===== src/rtl/mac_operand_sequencer.sv =====
`default_nettype none
// ============================================================================
// Module      : mac_operand_sequencer
// Description : Operand-entry and streaming controller for the FP MAC datapath.
//               Keypad entries fill two operand banks (A and B). The stored
//               pairs are then streamed to the MAC over a valid/ready
//               handshake, and the MAC result is captured for the 7-segment
//               display.
// Revision    : 1.0 - initial parametrised release
// ----------------------------------------------------------------------------
// Parameters  : DATA_W - operand/result width (FP16 bit pattern)
//               DEPTH  - operand pairs per run (>= 2)
//               ADDR_W - index width, equal to clog2(DEPTH)
// Ports       : clk, rst (async, active-low)
//               step_n              - raw next-step button, active-low
//               key_valid/key_data  - completed keypad entry strobe
//               mac_a/mac_b/mac_valid/mac_last, mac_ready - MAC pair stream
//               res_valid/res_data  - final accumulated MAC result strobe
//               disp_data/disp_blank- 4-digit hex display value / blanking
//               state_code          - {phase[2:0], idx}
//               busy                - high while streaming or awaiting result
// Build macro : MAC_SEQ_REVIEW_EN - adds the read-only REVIEW phase between
//               LOAD_B and STREAM. Undefined: LOAD_B goes straight to STREAM.
// ============================================================================
module mac_operand_sequencer #(
  parameter int DATA_W = 16,
  parameter int DEPTH  = 8,
  parameter int ADDR_W = 3
) (
  input  logic                  clk,
  input  logic                  rst,
  input  logic                  step_n,
  input  logic                  key_valid,
  input  logic [DATA_W-1:0]     key_data,
  output logic [DATA_W-1:0]     mac_a,
  output logic [DATA_W-1:0]     mac_b,
  output logic                  mac_valid,
  output logic                  mac_last,
  input  logic                  mac_ready,
  input  logic                  res_valid,
  input  logic [DATA_W-1:0]     res_data,
  output logic [DATA_W-1:0]     disp_data,
  output logic                  disp_blank,
  output logic [3+ADDR_W-1:0]   state_code,
  output logic                  busy
);

  typedef enum logic [2:0] {
    P_IDLE     = 3'd0,
    P_LOAD_A   = 3'd1,
    P_LOAD_B   = 3'd2,
    P_REVIEW   = 3'd3,
    P_STREAM   = 3'd4,
    P_WAIT_RES = 3'd5,
    P_SHOW     = 3'd6
  } phase_t;

  localparam logic [ADDR_W-1:0] c_last_idx = ADDR_W'(DEPTH - 1);
  localparam logic [ADDR_W-1:0] c_idx_one  = ADDR_W'(1);

  phase_t              r_phase;
  logic [ADDR_W-1:0]   r_idx;
  logic [DATA_W-1:0]   r_bank_a [DEPTH];
  logic [DATA_W-1:0]   r_bank_b [DEPTH];
  logic [DATA_W-1:0]   r_result;

  logic                r_step_s1;
  logic                r_step_s2;
  logic                r_step_d;

  logic                w_step_p;
  logic                w_idx_last;

  // --------------------------------------------------------------------------
  // Button synchroniser and falling-edge detector. The chain resets to the
  // released level (1) so that leaving reset never fakes a press.
  // --------------------------------------------------------------------------
  always_ff @(posedge clk or negedge rst) begin
    if (!rst) begin
      r_step_s1 <= 1'b1;
      r_step_s2 <= 1'b1;
      r_step_d  <= 1'b1;
    end else begin
      r_step_s1 <= step_n;
      r_step_s2 <= r_step_s1;
      r_step_d  <= r_step_s2;
    end
  end

  assign w_step_p   = r_step_d & ~r_step_s2;
  assign w_idx_last = (r_idx == c_last_idx);

  // --------------------------------------------------------------------------
  // Phase/index controller, operand banks and result register.
  // --------------------------------------------------------------------------
  always_ff @(posedge clk or negedge rst) begin
    if (!rst) begin
      r_phase  <= P_IDLE;
      r_idx    <= '0;
      r_result <= '0;
      for (int i = 0; i < DEPTH; i++) begin
        r_bank_a[i] <= '0;
        r_bank_b[i] <= '0;
      end
    end else begin
      case (r_phase)
        P_IDLE: begin
          if (w_step_p) begin
            r_phase <= P_LOAD_A;
            r_idx   <= '0;
          end
        end

        P_LOAD_A: begin
          // Write uses the current idx even when a step lands in the same cycle.
          if (key_valid) r_bank_a[r_idx] <= key_data;
          if (w_step_p) begin
            if (w_idx_last) begin
              r_idx   <= '0;
              r_phase <= P_LOAD_B;
            end else begin
              r_idx <= r_idx + c_idx_one;
            end
          end
        end

        P_LOAD_B: begin
          if (key_valid) r_bank_b[r_idx] <= key_data;
          if (w_step_p) begin
            if (w_idx_last) begin
              r_idx <= '0;
`ifdef MAC_SEQ_REVIEW_EN
              r_phase <= P_REVIEW;
`else
              r_phase <= P_STREAM;
`endif
            end else begin
              r_idx <= r_idx + c_idx_one;
            end
          end
        end

`ifdef MAC_SEQ_REVIEW_EN
        P_REVIEW: begin
          if (w_step_p) begin
            if (w_idx_last) begin
              r_idx   <= '0;
              r_phase <= P_STREAM;
            end else begin
              r_idx <= r_idx + c_idx_one;
            end
          end
        end
`endif

        P_STREAM: begin
          // mac_valid is always high here, so ready alone marks a transfer.
          if (mac_ready) begin
            if (w_idx_last) begin
              r_idx   <= '0;
              r_phase <= P_WAIT_RES;
            end else begin
              r_idx <= r_idx + c_idx_one;
            end
          end
        end

        P_WAIT_RES: begin
          if (res_valid) begin
            r_result <= res_data;
            r_phase  <= P_SHOW;
          end
        end

        P_SHOW: begin
          if (w_step_p) begin
            r_phase <= P_IDLE;
            r_idx   <= '0;
          end
        end

        default: begin
          r_phase <= P_IDLE;
          r_idx   <= '0;
        end
      endcase
    end
  end

  // --------------------------------------------------------------------------
  // Outputs: decoded purely from registered state.
  // --------------------------------------------------------------------------
  always_comb begin
    mac_valid  = 1'b0;
    mac_last   = 1'b0;
    mac_a      = '0;
    mac_b      = '0;
    disp_data  = '0;
    disp_blank = 1'b1;
    busy       = 1'b0;

    case (r_phase)
      P_LOAD_A: begin
        disp_data  = r_bank_a[r_idx];
        disp_blank = 1'b0;
      end
      P_LOAD_B: begin
        disp_data  = r_bank_b[r_idx];
        disp_blank = 1'b0;
      end
`ifdef MAC_SEQ_REVIEW_EN
      P_REVIEW: begin
        disp_data  = r_bank_a[r_idx];
        disp_blank = 1'b0;
      end
`endif
      P_STREAM: begin
        mac_valid  = 1'b1;
        mac_last   = w_idx_last;
        mac_a      = r_bank_a[r_idx];
        mac_b      = r_bank_b[r_idx];
        disp_data  = r_bank_a[r_idx];
        disp_blank = 1'b0;
        busy       = 1'b1;
      end
      P_WAIT_RES: begin
        busy = 1'b1;
      end
      P_SHOW: begin
        disp_data  = r_result;
        disp_blank = 1'b0;
      end
      default: begin
        disp_blank = 1'b1;
      end
    endcase
  end

  assign state_code = {r_phase, r_idx};

endmodule
`default_nettype wire

===== config.mk =====
export PLATFORM = sky130hd
export DESIGN_NAME = mac_operand_sequencer
export DESIGN_NICKNAME = d
export VERILOG_FILES = /design/src/rtl/mac_operand_sequencer.sv
export SDC_FILE = /design/constraint.sdc
export NUM_CORES = 1
export LEC_CHECK = 0
export CORE_AREA = 5 5 157 159
export DETAILED_ROUTE_END_ITERATION = 6
export DIE_AREA = 0 0 162 164
export HOLD_SLACK_MARGIN = 0.15
export PLACE_DENSITY = 0.88
export SYNTH_ARGS = -nofsm -noshare
export SYNTH_HDL_FRONTEND = slang
export SYNTH_SLANG_ARGS = --single-unit

===== constraint.sdc =====
create_clock -name clk -period 2.6 [get_ports clk]
set_input_delay 0.52 -clock clk [delete_from_list [all_inputs] [get_ports clk]]
set_output_delay 0.52 -clock clk [all_outputs]
set_load 0.005 [all_outputs]

# ---- After elaboration in Yosys (flattened, before gate mapping)
# Index checks and enable logic that the tools add are counted.
dict set report op_classes {
  add_sub_neg 1
  n_lt_le_gt_ge 2
  eq_ne 17
  muxes 31
  n_bitwise 4
  n_reduce_logical 12
}
# operator n
set op_table {}
lappend op_table {{$bwmux W128} 2}
lappend op_table {{$mux W16} 7}
lappend op_table {{$bmux W16 S3} 2}
lappend op_table {{$demux W16 S3} 1}
lappend op_table {{$pmux W16 S3} 1}
lappend op_table {{$mux W3} 12}
lappend op_table {{$ne A2 B2 Y1 const B} 9}
lappend op_table {{$pmux W3 S6} 1}
lappend op_table {{$eq A3 B3 Y1 const B} 4}
lappend op_table {{$pmux W3 S4} 1}
lappend op_table {{$reduce_and A9 Y1} 1}
lappend op_table {{$reduce_or A2 Y1} 4}
lappend op_table {{$reduce_and A2 Y1} 3}
lappend op_table {{$ge A4 B4 Y1 const B} 1}
lappend op_table {{$lt A4 B1 Y1 const B} 1}
lappend op_table {{$mux W1} 4}
lappend op_table {{$ne A2 B1 Y1 const B} 2}
lappend op_table {{$not A3 Y4} 1}
lappend op_table {{$reduce_and A4 Y1} 1}
lappend op_table {{$reduce_or A4 Y1} 1}
lappend op_table {{$add A3 B1 Y3 const B} 1}
lappend op_table {{$eq A3 B1 Y1 const B} 1}
lappend op_table {{$eq A3 B2 Y1 const B} 1}
lappend op_table {{$logic_not A3 Y1} 1}
lappend op_table {{3 further kinds} 4}
dict set report word_totals {
  register_bits 281
  output_inout_bits 58
  elab_cells 89
}

# ---- Logic depth before layout (Yosys ltp)
dict set report logic_depth {
  depth_word 6
  depth_mapped 8
}

# ---- Worst setup path before layout
# Ideal clock, no wire load.
dict set report synth_path {
  path_kind {register to output}
  start {register r_idx[1]}
  end {output disp_data[0]}
  arrival_time_ns 1.890
  t_required_ns 2.080
  slack_ns 0.190
  path_stages_with_launch 8
  n_path_buf 3
  path_cell_list {dfrtp_1 > buf_2 > buf_4 > buf_4 > mux4_2 > mux2i_1 > nor3_1 > nand3b_1}
}
dict set report synth_between {
  elab_chain_len 5
  word_cells_on_any_way 8
  classes_between {mux: 7; bitwise: 1}
}
# element line_no
set synth_lines {}
lappend synth_lines {{start: declaration} 62} ;# logic [ADDR_W-1:0] r_idx;
lappend synth_lines {{start signal: assignment} 122} ;# r_idx <= r_idx + c_idx_one;
lappend synth_lines {{start signal: assignment} 138} ;# r_idx <= r_idx + c_idx_one;
lappend synth_lines {{start signal: assignment} 163} ;# r_idx <= r_idx + c_idx_one;
lappend synth_lines {{$not A3 Y4 (not written as such) (*)} {204, 208, 222}}
lappend synth_lines {{$bmux W16 S3, on equally long branches} {204, 222, 208}}
lappend synth_lines {{$mux W16, on equally long branches (2 in series)} {204, 222, 208}}
lappend synth_lines {{$pmux W16 S3 (*)} 202} ;# case (r_phase)
lappend synth_lines {{end: declaration} 42} ;# output logic [DATA_W-1:0] disp_data,
# Mark *: on every way between the ends. The rest lies on a longest branch, timed or not. The select of a mux whose other input is x is not followed.

# ---- Worst setup path in the final report
dict set report layout_path {
  start {register r_idx[1]}
  end {output disp_data[1]}
}
# The elaborated chain is that of the path after synthesis.

==> flow_summary.json <==
{
  "drt_iter0_drc": 1148,
  "dieArea_sq_um": 26600,
  "clockBufferDepth": 3,
  "fin_area_sq_um": 17000,
  "clkSlewWorstSetupHoldPaths_ns": 0.07,
  "die_y_um": 164,
  "core_sq_um": 23100,
  "hold_depth": 0,
  "relSlewSlack_pct": 50.4,
  "dieWidth_um": 162,
  "clock_latency_ns": 0.55,
  "leakage_nw": 7.84,
  "synth-seq-area-share_pct": 52.5,
  "htree_levels": 1,
  "whs_endpoint": "r_step_s2",
  "cp_max_fo": 5,
  "synth_top_area_share_pct": 52.0,
  "drt-wirelength-per-cell_um": 31.1,
  "synth_largest_area_cell": "dfrtp_1",
  "fmax_mhz": 310,
  "io_pins": 96,
  "worstMarginPinSlew_ns": 0.742,
  "path_cells": "buf_6 > buf_8 > buf_4 > mux4_2 > mux2_4 > o21ai_1 > nand3b_1 > buf_2",
  "maxCapViolCount": 0,
  "routed_wl_um": 44100,
  "rsz0062_at_grt": "yes",
  "hold_path.class": "reg -> reg",
  "numClockSinks": 281,
  "placed_area_sq_um": 15300,
  "status": "finished with violations",
  "slowest_stage": "dfrtp_4",
  "start_util_pct": 57.9,
  "hold_violations": 0,
  "holdCritStartpoint": "r_step_s1",
  "layout-drive-gt1-share_pct": 59.9,
  "grt_pass1_wl_um": 64300,
  "via_per_inst": 6.90,
  "fin_nets": 1148,
  "grt_start_max_net_pins": 63,
  "failed_checks": "setup timing",
  "layout-area-overhead-vs-synth_pct": 27.2,
  "dpl.hpwl_um": 21900,
  "cp-start-kind": "flip-flop",
  "finalSetupViolations": 49,
  "syn_area_per_cell_sq_um": 14.7,
  "first_pass_iters": 5,
  "grt_overflow": 0,
  "port_buffers": 95,
  "r2r_end": "r_bank_a[111]",
  "regArea_sq_um": 7050,
  "n_antenna_cell": 0,
  "rrSetupSlack_ns": 0.11,
  "power.density_nw_per_um2": 1060,
  "rows": 56,
  "final_common_cell": "mux2_2",
  "critPathCaptureType": "output pin",
  "worst_slack_ns": -0.631,
  "route.vias.total": 9797,
  "postSynthCellCount": 913,
  "cts_tree": "yes",
  "crit_arrival_ns": 2.71,
  "period_share_pct": 124,
  "clock_skew_ns": 0.00701,
  "worst_path_largest_cell_delay_ns": 0.54,
  "slew_violations": 0,
  "cts_root_buffer": "clkbuf_16",
  "setup.worst_path.class": "reg -> out",
  "synthTopCellsByArea": "dfrtp_1 52%, mux2_2 24%, mux4_2 9.6%",
  "synth_warnings": 0,
  "numCtsBuffers": 28,
  "reg2reg_depth": 6,
  "timing.rr.start": "r_phase[0]",
  "gp_congestion": 0.861,
  "pre_cts_ws_ns": -0.351,
  "synth_fp_nets": 953,
  "fillers": 1153,
  "critical_path_required_ns": 2.08,
  "drtAntennaViolNets": 0,
  "syn-cell-area_sq_um": 13400,
  "ys_types": 50,
  "drcViolationCount": 0,
  "final_cell_mix": "277 x mux2_2, 272 x dfrtp_1, 88 x buf_4",
  "antenna_found_initial": 1,
  "peakVddDrop_mv": 0.521,
  "grt_pass1_vias": 10300,
  "total_power_w": 0.0180,
  "ys_ff_latch": 281,
  "multi_input_area_sq_um": 6310,
  "fin_crit_ns": 3.23,
  "grt_usage_pct": 31.9
}
layout make-up:
type | instances | area share [%]
multi-input combinational | 553 | 37.1
sequential | 281 | 41.4
inverter | 3 | 0.0661
timing repair buffer | 241 | 13.9
clock inverter | 9 | 0.411
clock buffer | 43 | 4.98
tap | 290 | 2.13
state kept, by name, summed over array words and instances (netlist names):
register,flops
r_idx,3
r_step_s2,1
r_bank_b,128
r_step_s1,1
r_result,16
r_phase,3
r_bank_a,128
r_step_d,1
synth_stat cells, drive strengths merged:
library cell	count
a311oi	1
o41ai	1
nand4b	13
xor2	1
ha	2
o21ai	18
nor3	16
dfrtp	278
clkbuf	34
nor3b	2
a31oi	1
nand4	1
buf	42
a21oi	2
nand2	11
a211oi	2
xnor2	1
a32o	3
o211ai	2
nand3	7
mux2	291
or3	2
and2b	1
or2	1
inv	3
dfstp	3
mux4	57
o31ai	2
and3b	3
a2bb2oi	4
a22oi	2
and2	16
nor2b	11
a22o	3
nand3b	13
nor2	30
mux2i	22
nand2b	6
o21bai	1
and4b	1
and3	3
cell families after synthesis:
family	Yosys count	synth area share (%)
AO/OA/AOI/OAI	42	2.11
XOR/XNOR	2	0.131
adder cells (fa/ha/maj)	2	0.187
buffers and inverters	79	2.93
flip-flops	281	52.5
multiplexers	370	35.7
AND/OR/NAND/NOR	137	6.39
stage by stage:
stage / hold slack (ns) / util (%) / std cells / TNS [ns]
2_1_floorplan: 0.224 / - / 913 / 0
3_3_place_gp: 0.348 / 66.1 / 1321 / -7.26
3_5_place_dp: 0.348 / 66.1 / 1321 / -8.21
4_1_cts: 0.369 / 72.9 / 1403 / -17.75
5_1_grt: 0.376 / 73.6 / 1420 / -23.02
6_report: 0.374 / 73.6 / 1420 / -20.40
worst max-delay path by stage:
stage,start,end,cells past startpoint
CTS,r_idx[1],disp_data[12],7
finish,r_idx[1],disp_data[1],8
detailed placement,r_idx[1],disp_data[2],6
floorplan,r_idx[1],disp_data[0],7
global route,r_idx[1],disp_data[1],8
global placement,r_idx[1],disp_data[12],6
repair_timing:
item	CTS	global route
endpoints found under the hold margin	54	0
hold buffers	1	0
pin swaps	29	6
setup endpoints to repair	53	67
setup buffers	35	19
cloned	4	0
resized for setup	339	24
critical path, delay by kind of cell (launching register included):
kind / cells / cell delay (ns)
flops: 1 / 0.54
compound gates: 1 / 0.13
buf+inv: 4 / 0.57
mux: 2 / 0.77
simple gates: 1 / 0.13
metal layers:
metal / part of all wire, % / global-route usage (%)
met5: 0.029 / 0
met4: 6.3 / 15.3
met3: 10 / 7.90
met2: 48 / 52.2
met1: 36 / 40.2
where the power goes:
part	switching (W)	internal, W	total (W)
Combinational	0.00334	0.00405	0.00740
Clock	0.00178	0.00234	0.00412
Sequential	0.000953	0.00550	0.00645
No activity file was read; power rests on OpenSTA's default activity.
